--- config.mk ---
export PLATFORM = sky130hd
export DESIGN_NAME = branch_target_buffer
export DESIGN_NICKNAME = d
export VERILOG_FILES = /design/src/rtl/branch_pkg.sv /design/src/rtl/btb_pred_pipe.sv /design/src/rtl/branch_target_buffer.sv
export SDC_FILE = /design/constraint.sdc
export NUM_CORES = 1
export LEC_CHECK = 0
export BUFFER_PORTS_ARGS = -buffer_cell sky130_fd_sc_hd__buf_2
export CAP_MARGIN = 20
export CORE_UTILIZATION = 59
export DETAILED_ROUTE_END_ITERATION = 6
export PLACE_DENSITY = 0.77
export SLEW_MARGIN = 0
export SYNTH_ARGS = -nofsm -noshare
export SYNTH_HDL_FRONTEND = slang
export SYNTH_SLANG_ARGS = --single-unit
export TNS_END_PERCENT = 100
--- constraint.sdc ---
create_clock -name clk -period 8.3 [get_ports clk]
set_input_delay 1.66 -clock clk [delete_from_list [all_inputs] [get_ports clk]]
set_output_delay 1.66 -clock clk [all_outputs]
set_load 0.03 [all_outputs]
--- src/rtl/branch_pkg.sv ---
// Shared definitions for the branch target buffer: next-PC source encodings
// and the prediction bundle carried from Fetch down to Execute.
package branch_pkg;

  localparam logic [1:0] PCSRC_SEQ    = 2'b00;
  localparam logic [1:0] PCSRC_BRANCH = 2'b01;
  localparam logic [1:0] PCSRC_JAL    = 2'b10;
  localparam logic [1:0] PCSRC_JALR   = 2'b11;

  typedef struct packed {
    logic        taken;
    logic [31:0] target;
  } pred_bundle_t;

  // Sequential successor of a PC; wraps modulo 2^32.
  function automatic logic [31:0] pc_plus4(input logic [31:0] pc);
    return pc + 32'd4;
  endfunction

endpackage

--- src/rtl/btb_pred_pipe.sv ---
// F->D->E prediction registers. FlushD beats StallD on the D register;
// the E register holds during StallD and is cleared by FlushE.
module btb_pred_pipe
  import branch_pkg::*;
(
  input  logic         clk,
  input  logic         reset,
  input  logic         stall_d,
  input  logic         flush_d,
  input  logic         flush_e,
  input  pred_bundle_t pred_f,
  output pred_bundle_t pred_e
);

  pred_bundle_t pred_p1;
  pred_bundle_t pred_p2;

  // Fetch -> Decode boundary
  always_ff @(posedge clk or posedge reset) begin
    if (reset) begin
      pred_p1 <= '0;
    end else if (flush_d) begin
      pred_p1 <= '0;
    end else if (!stall_d) begin
      pred_p1 <= pred_f;
    end
  end

  // Decode -> Execute boundary
  always_ff @(posedge clk or posedge reset) begin
    if (reset) begin
      pred_p2 <= '0;
    end else if (flush_e) begin
      pred_p2 <= '0;
    end else if (!stall_d) begin
      pred_p2 <= pred_p1;
    end
  end

  assign pred_e = pred_p2;

endmodule

--- src/rtl/branch_target_buffer.sv ---
// Direct-mapped branch target buffer: combinational Fetch lookup, prediction
// carried to Execute, resolution/redirect there, and table install/invalidate.
module branch_target_buffer
  import branch_pkg::*;
#(
  parameter int ENTRIES = 16
) (
  input  logic        clk,
  input  logic        reset,
  input  logic [31:0] PCF,
  input  logic        pred_taken,
  output logic        HitF,
  output logic        PredTakenF,
  output logic [31:0] PCNextPredF,
  input  logic        StallD,
  input  logic        FlushD,
  input  logic        FlushE,
  input  logic [31:0] PCE,
  input  logic [1:0]  PCsrcE,
  input  logic        BranchCondE,
  input  logic [31:0] PCTargetE,
  output logic        MispredictE,
  output logic [31:0] RedirectPCE
);

  localparam int IDX_W = $clog2(ENTRIES);
  localparam int TAG_W = 30 - IDX_W;

  logic [ENTRIES-1:0] valid_q;
  logic [TAG_W-1:0]   tag_mem    [ENTRIES];
  logic [31:0]        target_mem [ENTRIES];

  logic [IDX_W-1:0] idx_f;
  logic [TAG_W-1:0] tag_f;
  logic [31:0]      target_f;
  logic [IDX_W-1:0] idx_e;
  logic [TAG_W-1:0] tag_e;

  pred_bundle_t pred_f;
  pred_bundle_t pred_e;

  logic install_e;
  logic invalidate_e;

  assign idx_f    = PCF[IDX_W+1:2];
  assign tag_f    = PCF[31:IDX_W+2];
  assign idx_e    = PCE[IDX_W+1:2];
  assign tag_e    = PCE[31:IDX_W+2];
  assign target_f = target_mem[idx_f];

  // Fetch lookup reads the array directly, so a same-cycle write is not seen.
  assign HitF        = valid_q[idx_f] && (tag_mem[idx_f] == tag_f);
  assign PredTakenF  = HitF && pred_taken;
  assign PCNextPredF = PredTakenF ? target_f : pc_plus4(PCF);

  assign pred_f.taken  = PredTakenF;
  assign pred_f.target = target_f;

  btb_pred_pipe u_pred_pipe (
    .clk     (clk),
    .reset   (reset),
    .stall_d (StallD),
    .flush_d (FlushD),
    .flush_e (FlushE),
    .pred_f  (pred_f),
    .pred_e  (pred_e)
  );

  always_comb begin
    MispredictE = 1'b0;
    RedirectPCE = pc_plus4(PCE);
    case (PCsrcE)
      PCSRC_BRANCH: begin
        MispredictE = (pred_e.taken != BranchCondE) ||
                      (pred_e.taken && BranchCondE && (pred_e.target != PCTargetE));
        RedirectPCE = BranchCondE ? PCTargetE : pc_plus4(PCE);
      end
      PCSRC_SEQ: begin
        // A taken prediction on a non-branch means the entry is stale.
        MispredictE = pred_e.taken;
      end
      default: begin
        MispredictE = 1'b0;
      end
    endcase
  end

  assign install_e    = (PCsrcE == PCSRC_BRANCH) && BranchCondE;
  assign invalidate_e = (PCsrcE == PCSRC_SEQ) && pred_e.taken;

  always_ff @(posedge clk or posedge reset) begin
    if (reset) begin
      valid_q <= '0;
    end else if (install_e) begin
      valid_q[idx_e] <= 1'b1;
    end else if (invalidate_e) begin
      valid_q[idx_e] <= 1'b0;
    end
  end

  // Tag and target storage carry no reset; valid_q alone qualifies them.
  always_ff @(posedge clk) begin
    if (install_e) begin
      tag_mem[idx_e]    <= tag_e;
      target_mem[idx_e] <= PCTargetE;
    end
  end

endmodule

# Yosys cells after proc, flatten, opt, wreduce, memory -nomap -nowiden
# Memories as Yosys holds them, arrays and structs flattened.
# Cells that the tools add are included.
word_totals:
  mem_bits_rw: 928
  wordCells: 47
  mem_bits_ro: 0
  out_inout_bits: 67
  latchBits: 0
  mem_count: 2
  reg_bits: 82
classes:
  addsub: 2
  mul: 0
  mux: 16
  shifts: 0
  reduce_logical: 10
  eq_ne: 6
  bitwise: 3
  n_div: 0
  magnitude_cmp: 3
mem_list:
  columns: ["memory", "depth", "word_bits", "rd", "rd_clocked_by_memory_dff", "wr", "line_no", "rtl"]
  rows:
  - ["target_mem", 16, 32, 1, 0, 1, "branch_target_buffer.sv:31", "logic [31:0] target_mem [ENTRIES];"]
  - ["tag_mem", 16, 26, 1, 0, 1, "branch_target_buffer.sv:30", "logic [TAG_W-1:0] tag_mem [ENTRIES];"]
op_table:
  columns: ["op", "count"]
  rows:
  - ["2-to-1 mux 33 bit", 4]
  - ["2-to-1 mux 32 bit", 3]
  - ["adder 32 x 3 -> 32 bit (second input constant)", 2]
  - ["2-to-1 mux 16 bit", 2]
  - ["!= test 32 bit", 1]
  - ["== test 26 bit", 1]
  - ["AND 16 bit", 1]
  - ["inverter 16 bit", 1]
  - ["bitwise OR 16 bit", 1]
  - ["less-than comparator 4 x 5 -> 1 bit (second input constant)", 2]
  - ["logical AND 1 bit", 7]
  - ["binary-select mux 1 bit (select 4 bit)", 1]
  - ["demux 1 bit (select 4 bit)", 1]
  - ["greater-or-equal comparator 4 x 1 -> 1 bit (second input constant)", 1]
  - ["2-to-1 mux 1 bit", 4]
  - ["!= test 2 x 1 -> 1 bit (second input constant)", 2]
  - ["== test 2 x 1 -> 1 bit (second input constant)", 1]
  - ["zero test 2 bit", 1]
  - ["one-hot mux 1 bit (2 select lines)", 1]
  - ["nonzero test 2 bit", 1]
  - ["logical OR 1 bit", 1]
  - ["!= test 1 bit", 1]

# Depth between registers and ports, before layout
depth:
  depth_word: 8
  mapped_depth: 16
  depth_no_buf: 9

# By module
# A second synthesis with hierarchy kept.
unflattened:
  hier_cells: 2216
  hier_area_um2: 42120.4
modules_own_cells:
  columns: ["mod", "cells_each", "n_inst", "area_each_um2"]
  rows:
  - ["branch_target_buffer", 2001, 1, 39399.0]
  - ["btb_pred_pipe", 215, 1, 2721.4]

# Worst setup path before layout
# Ideal clock, no wire load.
synth_timing:
  path_type: "input port to output port"
  from: "input port PCF[2]"
  to: "output port HitF"
  arrival_ns: 4.915
  cell_stages: 13
  setup_slack_ns: 1.725
  cell_sequence: "buf_4 > buf_8 > buf_6 > buf_4 > buf_4 > buf_4 > mux2i_1 > mux2i_1 > xnor2_1 > o211ai_1 > or4b_2 > or4b_2 > nor2_1"
synth_between:
  elab_chain_len: 3
synth_rtl:
  columns: ["item", "line_no", "rtl"]
  rows:
  - ["from (decl)", "branch_target_buffer.sv:10", "input logic [31:0] PCF,"]
  - ["memory (16 x 26 bit) / binary-select mux 1 bit (select 4 bit) (equally long branches)", null, null]
  - ["== test 26 bit / 2-to-1 mux 1 bit (equally long branches)", "branch_target_buffer.sv:52", "assign HitF = valid_q[idx_f] && (tag_mem[idx_f] == tag_f);"]
  - ["logical AND 1 bit (*)", "branch_target_buffer.sv:52", null]
  - ["to (decl)", "branch_target_buffer.sv:12", "output logic HitF,"]
# Every way passes the cells marked *; elsewhere a longest branch is shown, timed or not. The select of a mux whose other input is x is not followed.

# Final worst setup path
layout_timing:
  from: "input port PCF[3]"
  to: "output port PCNextPredF[27]"
layout_between:
  elab_chain_len: 5
layout_rtl:
  columns: ["item", "line_no", "rtl"]
  rows:
  - ["memory (16 x 26 bit) / binary-select mux 1 bit (select 4 bit) (equally long branches)", null, null]
  - ["== test 26 bit / 2-to-1 mux 1 bit (equally long branches)", "branch_target_buffer.sv:52", null]
  - ["logical AND 1 bit", "branch_target_buffer.sv:52", null]
  - ["logical AND 1 bit", "branch_target_buffer.sv:53", "assign PredTakenF = HitF && pred_taken;"]
  - ["2-to-1 mux 32 bit (*)", "branch_target_buffer.sv:54", "assign PCNextPredF = PredTakenF ? target_f : pc_plus4(PCF);"]
  - ["to (decl)", "branch_target_buffer.sv:14", "output logic [31:0] PCNextPredF,"]
# Marked as above.

==> results.md <==
| Item | Reported | Unit |
|:---|:---|:---|
| Result of the run | completed | - |
| Count of clock tree sinks | 1010 | - |
| Number of violations reported at the end of detailed-routing iteration 0 | 3503 | - |
| Total Routing Usage GR | 0.328 | - |
| Slew @ Worst Pin | 1170 | ps |
| Crit end category | output port | - |
| Critical Setup Path Class | in -> out | - |
| Core Rows | 97 | - |
| Routed via count divided by cell count | 6.82 | - |
| CP Data Required Time | 6640 | ps |
| Antenna violations before repair | 15 | - |
| Sequential fraction of the synthesis area | 0.713 | - |
| Area share of the largest cell type after synthesis | 0.664 | - |
| Setup violations, final | 0 | - |
| Max-slew headroom at the worst pin | 0.217 | - |
| Fraction of final layout cells sized beyond drive strength 1 | 0.260 | - |
| Sw frac | 0.223 | - |
| Worst reg2reg path startpoint | tag_mem[13][4]$_DFFE_PP_ | - |
| RSZ-0062 raised after global routing | false | - |
| Portion of total power attributed to the clock network | 0.413 | - |
| Synthesized netlist cell count | 2250 | - |
| H-tree depth reported by CTS | 3 | - |
| Initial cell density of the core | 0.598 | - |
| DRC violations left | 0 | - |
| Critical Path Start | PCF[3] | - |
| Quantity of I/O buffers inserted on ports | 171 | - |
| First-pass GRT wire length | 165000 | um |
| Pint | 8550 | uW |
| Worst hold slack after final layout | 510 | ps |
| Series of cell instances along the critical path | buf_8, buf_12, buf_4, mux2i_1, a22oi_1, a2bb2oi_1, nand4_1, o21a_1, or4_1, or4_2, buf_4, mux2_4, buf_2 | - |
| GRT overflow | 0 | - |
| Buffer levels on the longest clock path | 3 | - |
| Hold Path Depth | 2 | - |
| Total nets after synthesis | 2361 | - |
| Proportion of register bits with asynchronous set or reset after synthesis | 0.0812 | - |
| Cell at the slowest stage of the critical path | or4_2 | - |
| Max Fclk | 129 | MHz |
| Cell variety after synth | 72 | - |
| Ratio of final minimum period to clock period | 0.933 | - |
| Combinational share of power | 0.074 | - |
| Post-synthesis cell area | 41900 | um2 |
| Fill count | 4536 | - |
| First drt pass iteration count | 6 | - |
| Syn-to-layout area delta | 12.6 | % |
| Cell leakage power | 0.0162 | uW |
| Cell seen most often among critical-path stages | buf_4 | - |
| Number of slew-limit violations in the final report | 0 | - |
| I/O pin count | 172 | - |
| Hold-fix buffer count after cts | 0 | - |
| Setup total negative slack | 0 | ps |
| Switching power summed over all nets | 2450 | uW |
| Maximum number of pins on one net before global-route repair | 99 | - |
| Critical path peak fanout | 64 | - |
| Clock latency reported for the late side of the worst-skew pair | 670 | ps |
| Gate family responsible for the most delay along the worst path | buffers and inverters | - |
| Gpl congestion | 0.936 | - |
| Clock slew at reported path FFs | 60 | ps |
| Number of instances resized during post-cts repair | 0 | - |
| Biggest area contributors in the synthesized netlist | edfxtp_1, mux4_2, dfrtp_1, mux2i_1, xnor2_1 | - |
| Period minus WS final | 7740 | ps |
| Setup skew after layout | 26.0 | ps |
| Post-CTS Setup Repair Bufs | 0 | - |
| Crit path launch type | input port | - |
| Die area | 72200 | um2 |
| Synthesis-stage register bit count | 1010 | - |
| Worst-case register-to-register setup slack | 4440 | ps |
| Clock buffer count from CTS | 98 | - |
| Routed via count | 23700 | - |
| Library cell occupying the most area in the post-synthesis netlist | edfxtp_1 | - |
| Total power density per cell area | 233 | nW/um2 |
| Share of power burned in registers | 0.514 | - |
| Total Wirelength | 116000 | um |
| Die boundary height | 269 | um |
| Via count of the first global-routing pass | 23300 | - |
| End of the worst register-to-register path | u_pred_pipe.pred_p1[32]$_DFFE_PP0P_ | - |
| Buf+Inv Stages, Crit Path | 5 | - |
| Mean cell area of the mapped netlist | 18.6 | um2 |
| Area of combinational cells with multiple inputs | 11300 | um2 |
| Post-synth EDFFs | 928 | - |
| Layout net count | 2565 | - |
| Core footprint | 70100 | um2 |
| Worst path max stage delay | 660 | ps |
| Cells on worst reg2reg path | 9 | - |
| Endpoints failing hold | 0 | - |
| Clock tree from TritonCTS | built | - |
| Number of max-capacitance violations reported | 0 | - |
| Top flip-flop cell by instance count after synthesis | edfxtp_1 | - |
| Final HPWL from detailed placement | 71300 | um |
| Clock tree root buffer cell | clkbuf_16 | - |
| Post-detailed-route wirelength per cell | 33.3 | um |
| Worst hold path type | reg -> reg | - |
| Horizontal die dimension | 269 | um |
| Count of warnings emitted by yosys | 0 | - |
| Footprint of the flip-flops and latches | 29900 | um2 |
| Worst ir drop on vdd | 0.153 | mV |
| Number of routed nets with antenna violations | 0 | - |
| Worst EP arrival | 6080 | ps |
[worst min-delay path, stage by stage, from the launching register on]
cell and delay, ps:
dfrtp_1 330, o21ai_0 70, o21ai_0 70
[metal layers]
layer	part of all wire	vias to the layer above	global-route usage
met5	0.0020	-	0
met4	0.026	26	0.102
met3	0.12	207	0.0762
met2	0.46	1700	0.492
met1	0.39	12400	0.486
li1	-	9451	-
[cell usage after synthesis (3+ instances only)]
cell type    n
buf_6       11
mux2i_1    187
dfrtp_1     82
o22ai_1     10
buf_12       3
nor4_1       4
a221oi_1     8
buf_4       17
mux4_2     221
a21oi_1     16
or4_1        6
mux2_2       7
or2_2        4
a21o_1       6
nor2b_1      7
clkbuf_1    63
xor2_1      21
a31oi_1      3
nand4_1     18
nor3b_1      4
buf_1       15
and3_1      12
ha_1         6
nand2_1     96
a32oi_1      3
buf_2       14
edfxtp_1   928
a2bb2oi_1    3
nor2_1     120
a22o_1      14
o21ai_0     68
o31ai_1      3
nand3_1     32
or3_1        3
xnor2_1     83
and4_1       3
nand2b_1     8
inv_1       27
mux2_4      28
o211ai_1     3
and2_1       4
nor3_1      15
a22oi_1     26
[power by group through the flow]
stage                     combinational (uW)  sequential [uW]  clock (uW)
after CTS                                801             5650        4550
after global routing                     849             5650        4750
after floorplan                          477             5750           0
after global placement                   782             5750           0
after detailed placement                 795             5750           0
final                                    810             5650        4540
[flip-flops by register name, indices dropped and copies added, names as in the netlist, named ones only]
register,cells
u_pred_pipe.pred_p1,33
u_pred_pipe.pred_e,33
target_mem,512
tag_mem,416
[through the flow]
| step | instance area [um2] | instances | total power, uW | setup slack (ps) | util |
|---|---|---|---|---|---|
| 3_5_place_dp | 43900 | 3293 | 6550 | 632 | 0.626 |
| 5_1_grt | 47200 | 3480 | 11300 | 362 | 0.673 |
| 3_3_place_gp | 43900 | 3292 | 6530 | 715 | 0.626 |
| 4_1_cts | 47200 | 3478 | 11000 | 624 | 0.673 |
| 6_report | 47200 | 3480 | 11000 | 557 | 0.673 |
| 2_1_floorplan | 41900 | 2250 | 6220 | 1730 | - |
[how the worst max path moves through the flow]
stage                      end  slack, ps  cells past startpoint
6_report       PCNextPredF[27]        560                     13
5_1_grt        PCNextPredF[27]        360                     12
4_1_cts        PCNextPredF[27]        620                     12
3_5_place_dp   PCNextPredF[27]        630                     12
3_3_place_gp   PCNextPredF[30]        720                     12
2_1_floorplan             HitF       1730                     13
[cell type report]
class / count / share of cell area
well taps: 940 / 0.0249
inverters: 29 / 0.00236
clock buffers: 141 / 0.0584
diodes: 1 / 0.0000530
repair buffers: 229 / 0.0292
flip-flops and latches: 1010 / 0.633
clock inverters: 44 / 0.0117
multi-input cells: 1086 / 0.240
[placed cells by master, fill, tap and decap left out, drive strengths merged, types with 14 or more instances in the layout]
cell    netlist  final
edfxtp      928    928
buf          62    229
mux4        221    221
mux2i       187    187
clkbuf       63    141
nor2        121    121
nand2        96     96
xnor2        83     83
dfrtp        82     82
o21ai        68     68
mux2         35     35
clkinv        2     33
nand3        32     32
inv          27     28
a22oi        26     26
xor2         21     21
nand4        18     18
a21oi        16     16
nor3         15     15
a22o         14     14
[cells by family after synthesis]
kind of cell / count (synthesis) / synth area share
AO/OA/AOI/OAI: 189 / 0.0306
buffers and inverters: 154 / 0.0194
flip-flops: 1010 / 0.713
AND/OR/NAND/NOR: 344 / 0.0380
XOR/XNOR: 104 / 0.0217
multiplexers: 443 / 0.175
adder cells (fa/ha/maj): 6 / 0.00179
Note: power is estimated with default switching activity, not from simulation.
